### src/rtl/stat_dump_pkg.sv
// Shared constants, state types and helpers for the stat_dump UART frame dumper.
// STAT_DUMP_CHECKSUM_EN adds the payload XOR helper and the 22-byte frame length.
package stat_dump_pkg;

    localparam logic [7:0] HDR_BYTE        = 8'hA5;
    localparam int         NUM_WORDS       = 5;
    localparam int         PAYLOAD_BYTES   = NUM_WORDS * 4;
    localparam int         FRAME_LEN_BASE  = 21;
    localparam int         FRAME_LEN_CKSUM = 22;

    // Bit-level serializer states; DONE is the one-cycle frame-completion state.
    typedef enum logic [2:0] {
        ST_IDLE,
        ST_START,
        ST_DATA,
        ST_STOP,
        ST_DONE
    } state_t;

    typedef enum logic [1:0] {
        FR_IDLE,
        FR_SEND,
        FR_DONE
    } frame_t;

`ifdef STAT_DUMP_CHECKSUM_EN
    function automatic logic [7:0] payload_xor(input logic [NUM_WORDS*32-1:0] w);
        logic [7:0] x;
        x = '0;
        for (int i = 0; i < PAYLOAD_BYTES; i++) begin
            x = x ^ w[i*8 +: 8];
        end
        return x;
    endfunction
`endif

endpackage

### src/rtl/stat_dump_if.sv
// Counter inputs, trigger levels and UART/status outputs of stat_dump.
interface stat_dump_if;
    logic        lock;
    logic        dump_req;
    logic [31:0] total;
    logic [31:0] conditional;
    logic [31:0] unconditional;
    logic [31:0] conditional_success;
    logic [31:0] lu_times;
    logic        txd;
    logic        busy;
    logic        done;

    modport master (
        output lock, dump_req, total, conditional, unconditional,
               conditional_success, lu_times,
        input  txd, busy, done
    );

    modport slave (
        input  lock, dump_req, total, conditional, unconditional,
               conditional_success, lu_times,
        output txd, busy, done
    );
endinterface

### src/rtl/stat_dump_uart_tx_byte.sv
// 8N1 byte serializer, CLK_DIV cycles per bit; txd follows the start cycle after acceptance.
// Latency: start bit on txd the cycle after start&&ready.
// Backpressure: ready only in idle or the last stop-bit cycle, which allows gapless chaining.
module uart_tx_byte
    import stat_dump_pkg::*;
#(
    parameter int CLK_DIV = 434
) (
    input  logic       clk,
    input  logic       rst_n,
    input  logic       start,
    input  logic [7:0] data,
    output logic       txd,
    output logic       ready
);

    localparam int TW = (CLK_DIV > 1) ? $clog2(CLK_DIV) : 1;

    state_t          state_q, state_d;
    logic [TW-1:0]   tmr_q, tmr_d;
    logic [2:0]      bit_q, bit_d;
    logic [7:0]      sh_q, sh_d;
    logic            bit_end;

    assign bit_end = (tmr_q == TW'(CLK_DIV - 1));

    always_ff @(posedge clk or negedge rst_n) begin
        if (!rst_n) begin
            state_q <= ST_IDLE;
            tmr_q   <= '0;
            bit_q   <= '0;
            sh_q    <= '0;
        end else begin
            state_q <= state_d;
            tmr_q   <= tmr_d;
            bit_q   <= bit_d;
            sh_q    <= sh_d;
        end
    end

    always_comb begin
        state_d = state_q;
        case (state_q)
            ST_IDLE:  if (start) state_d = ST_START;
            ST_START: if (bit_end) state_d = ST_DATA;
            ST_DATA:  if (bit_end && bit_q == 3'd7) state_d = ST_STOP;
            ST_STOP:  if (bit_end) state_d = start ? ST_START : ST_IDLE;
            default:  state_d = ST_IDLE;
        endcase
    end

    always_comb begin
        ready = (state_q == ST_IDLE) || (state_q == ST_STOP && bit_end);
        tmr_d = (state_q == ST_IDLE || bit_end) ? '0 : tmr_q + TW'(1);
        bit_d = bit_q;
        sh_d  = sh_q;
        if (state_q != ST_DATA) begin
            bit_d = '0;
        end else if (bit_end) begin
            bit_d = bit_q + 3'd1;
        end
        if (ready && start) begin
            sh_d = data;
        end else if (state_q == ST_DATA && bit_end) begin
            sh_d = {1'b0, sh_q[7:1]};
        end
        // Decoded straight from flops so reset drives the line idle asynchronously.
        case (state_q)
            ST_START: txd = 1'b0;
            ST_DATA:  txd = sh_q[0];
            default:  txd = 1'b1;
        endcase
    end

endmodule

### src/rtl/stat_dump.sv
// Dumps five 32-bit counters as one UART frame (0xA5 + 20 payload bytes, +XOR byte with STAT_DUMP_CHECKSUM_EN).
// Latency: busy and header start bit appear the cycle after a trigger; done pulses one cycle after the last stop bit.
// Backpressure: none; triggers arriving while busy or in DONE are dropped, not queued.
module stat_dump
    import stat_dump_pkg::*;
#(
    parameter int CLK_DIV = 434
) (
    input  logic         clk,
    input  logic         rst_n,
    stat_dump_if.slave   bus
);

`ifdef STAT_DUMP_CHECKSUM_EN
    localparam int FRAME_LEN = FRAME_LEN_CKSUM;
`else
    localparam int FRAME_LEN = FRAME_LEN_BASE;
`endif

    frame_t                  fr_q, fr_d;
    logic                    lock_q, lock_d;
    logic [4:0]              byte_idx_q, byte_idx_d;
    logic [NUM_WORDS*32-1:0] snap_q, snap_d;
    logic [NUM_WORDS*32-1:0] snap_sh;
    logic [4:0]              pidx;
    logic [7:0]              next_byte;
    logic                    trigger;
    logic                    more;
    logic                    ser_start;
    logic [7:0]              ser_data;
    logic                    ser_ready;
    logic                    ser_txd;

    uart_tx_byte #(.CLK_DIV(CLK_DIV)) u_tx (
        .clk   (clk),
        .rst_n (rst_n),
        .start (ser_start),
        .data  (ser_data),
        .txd   (ser_txd),
        .ready (ser_ready)
    );

    // lock_q resets high so a lock already asserted at reset release is not an edge.
    always_ff @(posedge clk or negedge rst_n) begin
        if (!rst_n) begin
            fr_q       <= FR_IDLE;
            lock_q     <= 1'b1;
            byte_idx_q <= '0;
            snap_q     <= '0;
        end else begin
            fr_q       <= fr_d;
            lock_q     <= lock_d;
            byte_idx_q <= byte_idx_d;
            snap_q     <= snap_d;
        end
    end

    assign trigger = (fr_q == FR_IDLE) && ((bus.lock && !lock_q) || bus.dump_req);
    assign more    = (byte_idx_q < 5'(FRAME_LEN));

    always_comb begin
        fr_d = fr_q;
        case (fr_q)
            FR_IDLE: if (trigger) fr_d = FR_SEND;
            FR_SEND: if (ser_ready && !more) fr_d = FR_DONE;
            FR_DONE: fr_d = FR_IDLE;
            default: fr_d = FR_IDLE;
        endcase
    end

    always_comb begin
        pidx      = byte_idx_q - 5'd1;
        snap_sh   = snap_q >> {pidx, 3'b000};
        next_byte = snap_sh[7:0];
`ifdef STAT_DUMP_CHECKSUM_EN
        if (byte_idx_q == 5'(FRAME_LEN - 1)) begin
            next_byte = payload_xor(snap_q);
        end
`endif
        lock_d     = bus.lock;
        snap_d     = snap_q;
        byte_idx_d = byte_idx_q;
        ser_start  = 1'b0;
        ser_data   = HDR_BYTE;
        if (trigger) begin
            snap_d     = {bus.lu_times, bus.conditional_success, bus.unconditional,
                          bus.conditional, bus.total};
            ser_start  = 1'b1;
            byte_idx_d = 5'd1;
        end else if (fr_q == FR_SEND && ser_ready && more) begin
            ser_start  = 1'b1;
            ser_data   = next_byte;
            byte_idx_d = byte_idx_q + 5'd1;
        end else if (fr_q == FR_DONE) begin
            byte_idx_d = '0;
        end
    end

    always_comb begin
        bus.txd  = ser_txd;
        bus.busy = (fr_q == FR_SEND);
        bus.done = (fr_q == FR_DONE);
    end

endmodule

### src/flat_wrapper.sv
// flat-port wrapper written by rule: the top's interface ports become plain ports
module stat_dump_flat import stat_dump_pkg::*;
#(
    parameter int CLK_DIV = 434
)
  (clk, rst_n, bus_lock, bus_dump_req, bus_total, bus_conditional, bus_unconditional, bus_conditional_success, bus_lu_times, bus_txd, bus_busy, bus_done);
  stat_dump_if bus_i ();
  input  logic clk;
  input  logic rst_n;
  input wire logic [$bits(bus_i.lock)-1:0] bus_lock;
  input wire logic [$bits(bus_i.dump_req)-1:0] bus_dump_req;
  input wire logic [$bits(bus_i.total)-1:0] bus_total;
  input wire logic [$bits(bus_i.conditional)-1:0] bus_conditional;
  input wire logic [$bits(bus_i.unconditional)-1:0] bus_unconditional;
  input wire logic [$bits(bus_i.conditional_success)-1:0] bus_conditional_success;
  input wire logic [$bits(bus_i.lu_times)-1:0] bus_lu_times;
  output wire logic [$bits(bus_i.txd)-1:0] bus_txd;
  output wire logic [$bits(bus_i.busy)-1:0] bus_busy;
  output wire logic [$bits(bus_i.done)-1:0] bus_done;
  assign bus_i.lock = bus_lock;
  assign bus_i.dump_req = bus_dump_req;
  assign bus_i.total = bus_total;
  assign bus_i.conditional = bus_conditional;
  assign bus_i.unconditional = bus_unconditional;
  assign bus_i.conditional_success = bus_conditional_success;
  assign bus_i.lu_times = bus_lu_times;
  assign bus_txd = bus_i.txd;
  assign bus_busy = bus_i.busy;
  assign bus_done = bus_i.done;
  stat_dump #(.CLK_DIV(CLK_DIV)) u_core (.clk(clk), .rst_n(rst_n), .bus(bus_i));
endmodule
### config.mk
export PLATFORM = sky130hd
export DESIGN_NAME = stat_dump_flat
export DESIGN_NICKNAME = d
export VERILOG_FILES = /design/src/rtl/stat_dump_pkg.sv /design/src/rtl/stat_dump_if.sv /design/src/rtl/stat_dump_uart_tx_byte.sv /design/src/rtl/stat_dump.sv /design/src/flat_wrapper.sv
export SDC_FILE = /design/constraint.sdc
export NUM_CORES = 1
export LEC_CHECK = 0
export BUFFER_PORTS_ARGS = -buffer_cell sky130_fd_sc_hd__clkbuf_2
export CAP_MARGIN = 20
export CORE_MARGIN = 2
export CORE_UTILIZATION = 35
export CTS_CLUSTER_SIZE = 30
export DETAILED_ROUTE_END_ITERATION = 10
export PLACE_DENSITY = 0.53
export SYNTH_ARGS = -nofsm -noshare
export SYNTH_HDL_FRONTEND = slang
export SYNTH_SLANG_ARGS = --single-unit
### constraint.sdc
create_clock -name clk -period 3.87 [get_ports clk]
set_input_delay 0.5805 -clock clk [delete_from_list [all_inputs] [get_ports clk]]
set_output_delay 0.5805 -clock clk [all_outputs]
set_load 0.05 [all_outputs]
==> impl_metrics.yaml <==
power:
  ir_drop_v: 0.000241
  p_per_area_nw_per_um2: 367
  p_leak_nw: 5.79
timing:
  fmax_ghz: 0.342
  min_period_ps: 2920
  finClkSkew_ps: 14.2
  hold_viol_final: 0
  post-route-period-util_pct: 75.5
  setup_viol: 0
  rsz0062_at_grt: "false"
  slew_viol_final: 0
  tns_ps: 0
  worstMarginPinSlew_ps: 902
  slew_headroom_pct: 39.9
clock_network:
  cts_tree: "yes"
  cts_resized: 0
  clk_latency_ps: 440
  clock-sinks: 190
  cts_hold_buf: 0
  cts_root_buf: "clkbuf_16"
  postCtsSetupBuffers: 0
  clk_pin_slew_worst_paths_ps: 70
  numCtsBuffers: 17
  htree_num_levels: 4
  cts_buffer_depth: 2
setup_path:
  cp-startpoint: "u_core.byte_idx_q[1]"
  r2r_cells: 9
  path_class: "reg2reg"
  critPathCaptureType: "flop"
  r2r-end: "u_core.u_tx.sh_q[2]"
  arrival_ps: 3240
  required_ps: 4190
  rrSetupSlack_ps: 950
  regToRegStartpoint: "u_core.byte_idx_q[1]"
  path_max_fanout: 24
  startpoint_type: "flop"
floorplan:
  die_area_um2: 26900
  start_util_pct: 35.6
  ios: 167
  die_x_um: 164
  num_rows: 58
  die_h_um: 164
  core_area_um2: 25100
place:
  gp_congestion: 0.868
  dp_cells: 1485
  hpwl_mm: 17.5
  io_buffers: 166
layout:
  multi_input_area_um2: 3920
  seq_area_um2: 4760
  nets: 1348
  drive_above_1_share_pct: 20.1
  final_core_util_pct: 42.6
  layout_common_cells: "571 x nand2_1, 188 x dfrtp_1, 165 x clkbuf_2"
  layout_commonest_cell: "nand2_1"
  fill_cells: 2562
  syn2layout_area_growth_pct: 19.4
  layoutNonFillerInstCount: 1517
  antenna-diode-count: 0
hold_path:
  min_path_type: "in2reg"
  hold_depth: 1
  hold_start: "bus_lock"
  min_to: "u_core.lock_q"
global_route:
  grt_pass1_vias: 7250
  antenna_found_initial: 0
  grt_max_degree: 164
  grt-ovfl-total: 0
  grt_use_total_pct: 19.3
  grt_pass1_wl_mm: 39.6
drt:
  vias_per_cell: 4.83
  vias: 7333
  wire_per_inst_um: 16.3
  dr.pass1.iters: 5
  drt_iter0_markers: 523
  ant_nets: 0
  post-route-drc-count: 0
  wl_mm: 24.8
synthesis:
  synth_seq_cells: 190
  ys.flop_type: "dfrtp_1"
  synthArstFlopShare_pct: 100
  synth_area_um2: 8950
  synth_cells: 1036
  ys_seq_area_share_pct: 53.2
  syn-num-nets: 1210
  ys_warn_count: 0
  synth-edff-count: 0
  ys_types: 47
  avgSynthCellArea_um2: 8.64
job:
  maxCapViolCount: 0
outcome:
  status: "complete, no violations"
==> per-layer routing <==
metal | track usage, % | wire [um]
met1 | 27.6 | 11700
met2 | 30.3 | 11300
met3 | 3.03 | 1130
met4 | 6.06 | 536
met5 | 0 | 0
==> stage by stage <==
step / area [um2] / hold WS, ps / worst slack (ps) / total power [W]
floorplan: 8950 / 285 / 1400 / 0.00203
global placement: 10100 / 454 / 1120 / 0.00217
detailed placement: 10100 / 459 / 962 / 0.00217
CTS: 10700 / 219 / 952 / 0.00397
global route: 10700 / 216 / 796 / 0.00406
finish: 10700 / 237 / 948 / 0.00393
==> cell usage after synthesis (all sizes together), types with 6 or more instances <==
cell	n	area, um2
nand2	571	2140
dfrtp	189	4730
clkbuf	35	133
nand3	34	170
buf	24	151
nor2	21	81.3
mux4	20	450
o21ai	15	75.1
mux2i	14	140
a21oi	12	60.1
ha	10	125
nand4	9	56.3
xnor2	8	70.1
inv	7	26.3
a32oi	6	52.6
nor2b	6	37.5
==> worst max-delay path: stages, from the launching register on <==
cell and delay (ps):
dfrtp_1 450, inv_1 80, ha_1 440, xor2_4 590
buf_4 410, mux2i_1 230, a32oi_1 80, nand4_1 190
o211ai_1 110, a32o_1 230
==> sequential cells by signal, indices dropped and copies added, names as in the netlist <==
signal and count:
u_core.byte_idx_q 5, u_core.fr_q 2, u_core.lock_q 1, u_core.snap_q 160
u_core.u_tx.bit_q 3, u_core.u_tx.sh_q 8, u_core.u_tx.state_q 2, u_core.u_tx.tmr_q 9
==> final cells by class <==
class,count,share of cell area (%)
clock buffers,22,4.34
clock inverters,10,1.19
inverters,7,0.246
multi-input cells,780,36.7
flip-flops and latches,190,44.5
well taps,330,3.86
repair buffers,178,9.17
==> report_power, final <==
part	internal (W)	switching (W)	leakage [nW]	total [W]
registers	0.00199	0.000000141	2.58	0.00199
clock network	0.00100	0.000804	0.288	0.00180
logic	0.0000645	0.0000716	2.93	0.000136
total	0.00305	0.000876	5.79	0.00393
==> how the worst max path moves through the flow <==
| stage | end | slack [ps] | cells past startpoint |
|---|---|---|---|
| 6_report | u_core.u_tx.sh_q[2] | 950 | 9 |
| 5_1_grt | u_core.u_tx.sh_q[1] | 800 | 9 |
| 3_5_place_dp | u_core.u_tx.sh_q[2] | 960 | 9 |
| 4_1_cts | u_core.u_tx.sh_q[2] | 950 | 9 |
| 3_3_place_gp | u_core.u_tx.sh_q[2] | 1120 | 9 |
| 2_1_floorplan | bus_txd | 1400 | 4 |
==> logic make-up (layout without fill, tap and decap cells) <==
group                    after synthesis  in the layout  share of synthesized area (%)
AND/OR/NAND/NOR                      660            660                           29.2
AO/OA/AOI/OAI                         62             62                           4.67
buffers and inverters                 66            217                           3.47
XOR/XNOR                              13             13                           1.36
adder cells (fa/ha/maj)               10             10                           1.40
flip-flops                           190            190                           53.2
multiplexers                          35             35                           6.73
No activity file was read; power rests on OpenSTA's default activity.
